===== src/rtl/dispatch_pkg.sv =====
// Shared definitions for the dispatch queue and the issue buffer it feeds:
// default widths, the lane-count type and the count-clamping helper.
package dispatch_pkg;

    localparam int DEF_DATA_WIDTH = 47;
    localparam int DEF_W          = 4;

    // Lane count 0..W needs one bit more than $clog2(W).
    typedef logic [$clog2(DEF_W):0] lane_ct_t;

    // Smaller of two counts; used for every handshake clamp.
    function automatic int min_ct(input int a, input int b);
        return (a < b) ? a : b;
    endfunction

endpackage


===== src/rtl/dispatch_queue_lane_mux.sv =====
// Read rotator: presents W consecutive entries of the storage array starting
// at rd_ptr, wrapping modulo DEPTH. Lane 0 is the oldest entry.
module dispatch_queue_lane_mux #(
    parameter int DATA_WIDTH = 47,
    parameter int W          = 4,
    parameter int DEPTH      = 16
) (
    input  logic [DATA_WIDTH-1:0]        mem [DEPTH],
    input  logic [$clog2(DEPTH)-1:0]     rd_ptr,
    output logic [DATA_WIDTH*W-1:0]      out_data
);

    localparam int AW = $clog2(DEPTH);

    // Each lane reads its own slot; the address add wraps naturally at AW bits.
    for (genvar gi = 0; gi < W; gi++) begin : g_lane
        logic [AW-1:0] addr;
        assign addr = rd_ptr + AW'(gi);
        assign out_data[DATA_WIDTH*gi +: DATA_WIDTH] = mem[addr];
    end

endmodule


===== src/rtl/dispatch_queue.sv =====
// Multi-lane in-order FIFO between rename and the issue buffer.
// Up to W entries in and W entries out per cycle using count handshakes.
// Both ready/valid counts come from registered state only, so there is no
// combinational path from the issue side back to rename.
// Optional build macro DISPATCH_QUEUE_PERF_EN adds stall/empty counters.
module dispatch_queue
    import dispatch_pkg::*;
#(
    parameter int DATA_WIDTH = DEF_DATA_WIDTH,
    parameter int W          = DEF_W,
    parameter int DEPTH      = 16
) (
    input  logic                     clk,
    input  logic                     rst,
    input  logic                     flush,
    input  logic [DATA_WIDTH*W-1:0]  in_data,
    input  logic [$clog2(W):0]       in_valid_ct,
    output logic [$clog2(W):0]       in_ready_ct,
    output logic [DATA_WIDTH*W-1:0]  out_data,
    output logic [$clog2(W):0]       out_valid_ct,
    input  logic [$clog2(W):0]       out_ready_ct
`ifdef DISPATCH_QUEUE_PERF_EN
    ,
    output logic [31:0]              perf_full_stall,
    output logic [31:0]              perf_empty_cycles
`endif
);

    localparam int AW  = $clog2(DEPTH);
    localparam int CW  = AW + 1;
    localparam int CTW = $clog2(W) + 1;

    logic [DATA_WIDTH-1:0] mem [DEPTH];
    logic [AW-1:0]         wr_ptr_reg, wr_ptr_next;
    logic [AW-1:0]         rd_ptr_reg, rd_ptr_next;
    logic [CW-1:0]         count_reg,  count_next;

    int in_ready_int;
    int out_valid_int;
    int in_valid_int;
    int push_int;
    int pop_int;

    // Lane-split view of the incoming bundle.
    logic [DATA_WIDTH-1:0] in_lane [W];
    for (genvar gi = 0; gi < W; gi++) begin : g_in_lane
        assign in_lane[gi] = in_data[DATA_WIDTH*gi +: DATA_WIDTH];
    end

    // Handshake counts and next-state pointers; illegal counts clamp to W.
    always_comb begin
        in_ready_int  = min_ct(W, DEPTH - int'(count_reg));
        out_valid_int = min_ct(W, int'(count_reg));
        in_valid_int  = min_ct(int'(in_valid_ct), W);
        push_int      = min_ct(in_valid_int, in_ready_int);
        pop_int       = min_ct(min_ct(int'(out_ready_ct), W), out_valid_int);

        wr_ptr_next   = wr_ptr_reg + AW'(push_int);
        rd_ptr_next   = rd_ptr_reg + AW'(pop_int);
        count_next    = count_reg + CW'(push_int) - CW'(pop_int);
    end

    assign in_ready_ct  = CTW'(in_ready_int);
    assign out_valid_ct = CTW'(out_valid_int);

    // Pointer and occupancy state; reset beats flush beats normal traffic.
    always_ff @(posedge clk) begin
        if (rst || flush) begin
            wr_ptr_reg <= '0;
            rd_ptr_reg <= '0;
            count_reg  <= '0;
        end else begin
            wr_ptr_reg <= wr_ptr_next;
            rd_ptr_reg <= rd_ptr_next;
            count_reg  <= count_next;
        end
    end

    // Storage write: accepted lanes land at consecutive slots from wr_ptr.
    // Storage itself is never cleared; pointers alone define validity.
    always_ff @(posedge clk) begin
        if (!rst && !flush) begin
            for (int i = 0; i < W; i++) begin
                if (i < push_int) begin
                    mem[wr_ptr_reg + AW'(i)] <= in_lane[i];
                end
            end
        end
    end

    dispatch_queue_lane_mux #(
        .DATA_WIDTH (DATA_WIDTH),
        .W          (W),
        .DEPTH      (DEPTH)
    ) u_lane_mux (
        .mem      (mem),
        .rd_ptr   (rd_ptr_reg),
        .out_data (out_data)
    );

    // Producer and consumer must never offer more than W lanes.
    a_in_valid_legal: assert property (@(posedge clk) disable iff (rst)
        in_valid_ct <= CTW'(W));
    a_out_ready_legal: assert property (@(posedge clk) disable iff (rst)
        out_ready_ct <= CTW'(W));

`ifdef DISPATCH_QUEUE_PERF_EN
    logic [31:0] perf_full_stall_reg;
    logic [31:0] perf_empty_cycles_reg;

    // Saturating performance counters; only reset clears them, flush does not.
    always_ff @(posedge clk) begin
        if (rst) begin
            perf_full_stall_reg   <= '0;
            perf_empty_cycles_reg <= '0;
        end else begin
            if (in_valid_int > in_ready_int && perf_full_stall_reg != '1) begin
                perf_full_stall_reg <= perf_full_stall_reg + 32'd1;
            end
            if (count_reg == '0 && perf_empty_cycles_reg != '1) begin
                perf_empty_cycles_reg <= perf_empty_cycles_reg + 32'd1;
            end
        end
    end

    assign perf_full_stall   = perf_full_stall_reg;
    assign perf_empty_cycles = perf_empty_cycles_reg;
`endif

endmodule


===== config.mk =====
export PLATFORM = sky130hd
export DESIGN_NAME = dispatch_queue
export DESIGN_NICKNAME = d
export VERILOG_FILES = /design/src/rtl/dispatch_pkg.sv /design/src/rtl/dispatch_queue_lane_mux.sv /design/src/rtl/dispatch_queue.sv
export SDC_FILE = /design/constraint.sdc
export NUM_CORES = 2
export LEC_CHECK = 0
export BUFFER_PORTS_ARGS = -buffer_cell sky130_fd_sc_hd__buf_2
export CAP_MARGIN = 10
export CELL_PAD_IN_SITES_DETAIL_PLACEMENT = 1
export CELL_PAD_IN_SITES_GLOBAL_PLACEMENT = 2
export CORE_ASPECT_RATIO = 1.4
export CORE_MARGIN = 2
export CORE_UTILIZATION = 30
export DETAILED_ROUTE_END_ITERATION = 7
export PLACE_DENSITY_LB_ADDON = 0.1
export SLEW_MARGIN = 0
export SYNTH_ARGS = -nofsm -noshare
export SYNTH_HDL_FRONTEND = slang
export SYNTH_SLANG_ARGS = --single-unit

===== constraint.sdc =====
create_clock -name clk -period 23.1 [get_ports clk]
set_input_delay 1.155 -clock clk [delete_from_list [all_inputs] [get_ports clk]]
set_output_delay 1.155 -clock clk [all_outputs]
set_load 0.02 [all_outputs]

# Yosys cells after proc, flatten, opt, wreduce, memory -nomap -nowiden
# Index checks and enable logic that the tools add are counted.
classes:
  n_reduce_logical: 8
  n_bitwise: 8
  n_addsub: 11
  order_cmp: 22
  n_mux: 37
ops:
  columns: ["cell", "n"]
  rows:
  - ["2-to-1 mux 752 bit", 7]
  - ["bitwise mux 752 bit", 4]
  - ["binary-select mux 47 bit (select 4 bit)", 4]
  - ["demux 47 bit (select 4 bit)", 4]
  - ["2-to-1 mux 47 bit", 12]
  - ["< comparator 3 x 32 -> 1 bit (first input constant)", 2]
  - ["2-to-1 mux 32 bit", 2]
  - [">= comparator 5 bit (second input constant)", 8]
  - ["NOT 4 -> 5 bit", 8]
  - ["< comparator 1 x 32 -> 1 bit (first input constant)", 1]
  - ["< comparator 2 x 32 -> 1 bit (first input constant)", 1]
  - ["< comparator 4 x 32 -> 1 bit", 1]
  - ["< comparator 5 x 1 -> 1 bit (second input constant)", 4]
  - ["adder 4 x 2 -> 4 bit (second input constant)", 4]
  - ["2-to-1 mux 5 bit", 2]
  - ["adder 4 x 1 -> 4 bit (second input constant)", 2]
  - ["adder 4 bit", 2]
  - ["< comparator 3 bit (second input constant)", 2]
  - ["< comparator 4 x 6 -> 1 bit (first input constant)", 1]
  - ["2-to-1 mux 3 bit", 2]
  - ["subtractor 5 x 5 -> 6 bit (first input constant)", 1]
  - ["adder 5 bit", 1]
  - ["logical AND 1 bit", 5]
  - ["< comparator 3 x 5 -> 1 bit", 1]
  - ["other kinds (4)", 5]
totals:
  wordCells: 105
  regBits: 765
  input_bits: 197
  output_inout_bits: 194

# Logic depth before layout (Yosys ltp)
depth:
  ltp_word: 16
  mapped_depth: 28
  ltp_nobuf: 28

# By module
# A second synthesis with hierarchy kept.
hier_totals:
  cells_unflattened: 6323
  hier_area_um2: 71119.5
modules_own_cells:
  columns: ["module", "instances", "cells_per_inst", "seq_area_each_um2", "area_each_um2"]
  rows:
  - ["dispatch_queue", 1, 4366, 22841.9, 48427.7]
  - ["dispatch_queue_lane_mux", 1, 1957, 0.0, 22691.8]

# Worst setup path before layout
# Ideal clock, no wire load.
synth_path:
  path_kind: "input to register"
  start: "input rst"
  end: "register count_reg[0]"
  path_stages: 3
  n_path_buf: 0
  arrival_ps: 16997
  setup_time_ps: 148
  setup_slack_ps: 5955
  required_time_ps: 22952
  path_cell_list: "or2_2 inv_1 and2_1"
synth_via:
  elab_chain_cells: 1
synth_rtl:
  columns: ["item", "line_no", "rtl"]
  rows:
  - ["from (decl)", "dispatch_queue.sv:14", "input logic rst,"]
  - ["logical OR 1 bit", "dispatch_queue.sv:68", "if (rst || flush) begin"]
  - ["to (signal assigned)", "dispatch_queue.sv:75", "count_reg <= count_next;"]
  - ["to (decl)", "dispatch_queue.sv:36", "logic [CW-1:0] count_reg, count_next;"]
# No other way between the ends.
# A chain may end at the register's enable or synchronous reset.

# Final worst setup path
layout_path:
  start: "register rd_ptr_reg[0]"
  end: "output out_data[67]"
layout_via:
  elab_chain_cells: 5
layout_rtl:
  columns: ["item", "line_no", "rtl"]
  rows:
  - ["from (decl)", "dispatch_queue.sv:35", "logic [AW-1:0] rd_ptr_reg, rd_ptr_next;"]
  - ["from (signal assigned)", "dispatch_queue.sv:74", "rd_ptr_reg <= rd_ptr_next;"]
  - ["adder 4 x 1 -> 4 bit", "dispatch_queue_lane_mux.sv:18", "assign addr = rd_ptr + AW'(gi);"]
  - ["NOT 4 -> 5 bit (implied by the code)", "dispatch_queue_lane_mux.sv:19", "assign out_data[DATA_WIDTH*gi +: DATA_WIDTH] = mem[addr];"]
  - ["binary-select mux 47 bit (select 4 bit)", "dispatch_queue_lane_mux.sv:19", null]
  - ["2-to-1 mux 47 bit (implied by the code) (2 in a row)", "dispatch_queue_lane_mux.sv:19", null]
  - ["to (decl)", "dispatch_queue.sv:19", "output logic [DATA_WIDTH*W-1:0] out_data,"]
# No other way between the ends. The select of a mux whose other input is x is not followed.

==> impl_metrics.tcl <==
set metrics [dict create \
    num_rows 213 \
    power_density_nw_per_um2 140 \
    die_w_um 420 \
    postRouteAntennaNets 0 \
    crit_type "reg2out" \
    post_synth_num_cell_types 75 \
    post_cts_buffers 0 \
    final_cell_mix "mux4_2, edfxtp_1, nor2_1, buf_2, a221o_1" \
    boundaryPins 391 \
    grt_pass1_vias 71600 \
    cts_buffers 101 \
    avgSynthCellArea_um2 11.7 \
    cp.arrival_ps 6570 \
    status "complete, no violations" \
    relSlewSlack_pct 9.35 \
    finalWeightedCongestion 0.888 \
    route.detailed.wl_per_inst_um 52.6 \
    yosysSeqAreaShare_pct 31.4 \
    rsz0062_at_grt "no" \
    ys_ff_latch 765 \
    final_common_cell "mux4_2" \
    clock-sinks 765 \
    start_util_pct 30.2 \
    post-dp-hpwl_um 290000 \
    core-area_um2 241000 \
    multi_input_area_um2 46200 \
    finalSetupTns_ps 0 \
    cts_resized 0 \
    drc 0 \
    r2r-end "mem[150]$_DFFE_PP_" \
    utilization_pct 33.4 \
    dieArea_um2 246000 \
    clk_latency_ps 780 \
    min_period_over_period_pct 33.4 \
    syn_inst 6232 \
    die_h_um 586 \
    finalSetupViolCount 0 \
    leakage_uw 0.0253 \
    largest_register_ffs 752 \
    synth_edf_count 752 \
    min_from "count_reg[0]$_SDFF_PN0_" \
    drv_slew 0 \
    syn_to_final_growth_pct 10.6 \
    ff_latch_area_um2 22900 \
    required_ps 21950 \
    grt_antenna_before_repair 58 \
    r2r-start "count_reg[1]$_SDFF_PN0_" \
    synth-async-reset-ratio_pct 0 \
    grt_usage_pct 38.4 \
    postCtsHoldBufs 0 \
    clk_pin_slew_ps 60 \
    drive_gt1_share_pct 33.4 \
    finClkSkew_ps 26.6 \
    fmax_mhz 129 \
    overflow 0 \
    cp_max_fo 122 \
    h-tree-depth 3 \
    cp-startpoint "rd_ptr_reg[0]$_SDFF_PN0_" \
    drv_cap 0 \
    synthFlopType "edfxtp_1" \
    hold_path_end "count_reg[0]$_SDFF_PN0_" \
    routed_via_density 7.78 \
    clockRootBuffer "clkbuf_16" \
    rr_worst_depth 20 \
    finalHoldViolCount 0 \
    peakVddDrop_v 0.000191 \
    hold_class "reg2reg" \
    synth_area_um2 72700 \
    yosys_warnings 0 \
    hold_depth 2 \
    rrSetupSlack_ps 15850 \
    portBuffers 390 \
    period_minus_slack_ps 7730 \
    routed_wl_um 486000 \
    worstSetupEndpointType "output port" \
    dr.first_iter.drc_count 11200 \
    vias 71900 \
    worst_pin_slew_ps 1360 \
    fillers 25800 \
    grt_pass1_wl_um 650000 \
    firstDrtPassIters 8 \
    nets 6120 \
    grt_max_degree 145 \
    tritoncts "done" \
    syn_nets 6460 \
    worstSetupStartpointType "register" \
    cts_buffer_depth 3 \
]
## final cells by class
type | count | share of cell area (%)
Timing Repair Buffer | 607 | 4.50
Clock buffer | 122 | 3.35
Clock inverter | 68 | 0.716
Antenna cell | 29 | 0.0903
Inverter | 78 | 0.377
Multi-Input combinational cell | 4339 | 57.5
Tap cell | 3225 | 5.02
Sequential cell | 765 | 28.4
## worst max path at each step
stage / end / slack, ps / depth (start not counted)
global route: out_data[67] / 14810 / 8
finish: out_data[67] / 15370 / 8
floorplan: count_reg[0]$_SDFF_PN0_ / 5950 / 3
detailed placement: out_data[67] / 16040 / 8
global placement: out_data[67] / 16190 / 8
CTS: out_data[67] / 15250 / 8
## critical path, cell delays in order, from the launching register on
cell and delay (ps):
dfxtp_4 730, buf_12 640, buf_4 800, buf_4 700, buf_4 840, buf_4 610
mux4_2 580, mux4_2 520, buf_2 190
## cell families after synthesis
| family | after synthesis | share of synthesized area, % |
|---|---|---|
| xor+xnor | 23 | 0.277 |
| buf+inv | 1128 | 6.20 |
| compound gates | 2041 | 22.1 |
| mux | 1220 | 33.1 |
| other cells | 1 | 0.00516 |
| simple gates | 1023 | 6.25 |
| flops | 765 | 31.4 |
| fa+ha+maj | 31 | 0.596 |
## metrics by stage
| stage | cells | hold WS (ps) | instance area (um^2) | setup WS, ps | power (uW) |
|---|---|---|---|---|---|
| after floorplan | 6232 | 578 | 72700 | 5950 | 6440 |
| after global placement | 9014 | 635 | 77000 | 16190 | 9240 |
| after detailed placement | 9014 | 669 | 77000 | 16040 | 9360 |
| after CTS | 9204 | 681 | 80300 | 15250 | 11100 |
| after global routing | 9211 | 725 | 80300 | 14810 | 11500 |
| final | 9233 | 689 | 80400 | 15370 | 11200 |
## cell usage after synthesis (all sizes together), types with 3 or more instances
| cell | instances | area share [%] |
|---|---|---|
| mux4 | 940 | 29 |
| edfxtp | 752 | 31 |
| clkbuf | 679 | 3.5 |
| nor2 | 429 | 2.2 |
| a221o | 371 | 5.1 |
| buf | 371 | 2.3 |
| a22oi | 336 | 3.5 |
| o22ai | 286 | 2.5 |
| a221oi | 282 | 3.7 |
| nand2 | 265 | 1.4 |
| o31ai | 239 | 2.5 |
| mux2i | 186 | 2.6 |
| o21ai | 149 | 1.0 |
| a211oi | 138 | 1.4 |
| a21oi | 108 | 0.76 |
| and3 | 96 | 0.83 |
| mux2 | 94 | 1.5 |
| inv | 77 | 0.40 |
| nor3 | 66 | 0.45 |
| nand3 | 64 | 0.45 |
| or2 | 58 | 0.50 |
| a311oi | 47 | 0.57 |
| a222oi | 46 | 0.63 |
| ha | 25 | 0.43 |
| dfxtp | 13 | 0.36 |
| xnor2 | 13 | 0.16 |
| xor2 | 10 | 0.12 |
| a21o | 9 | 0.093 |
| and2 | 9 | 0.081 |
| a22o | 7 | 0.084 |
| nand2b | 7 | 0.060 |
| nor4 | 7 | 0.060 |
| fa | 6 | 0.17 |
| nor2b | 6 | 0.052 |
| o211ai | 6 | 0.083 |
| or3 | 6 | 0.059 |
| o211a | 4 | 0.055 |
| nand4 | 3 | 0.034 |
## metal layers
metal | GRT usage, % | routed length [um] | part of all wire, % | vias up
li1 | - | - | - | 25900
met1 | 46.0 | 171000 | 35 | 38400
met2 | 60.6 | 224000 | 46 | 5877
met3 | 9.70 | 52000 | 11 | 1621
met4 | 26.4 | 38900 | 8.0 | 36
met5 | 0.0591 | 236 | 0.049 | -
## power breakdown
part           switching (uW)  leakage, uW  internal, uW
Sequential                442      0.00717          2080
Combinational            4550       0.0165          2470
Clock                     775      0.00159           926
Total                    5760       0.0253          5470
(Power assumes the default switching activity.)
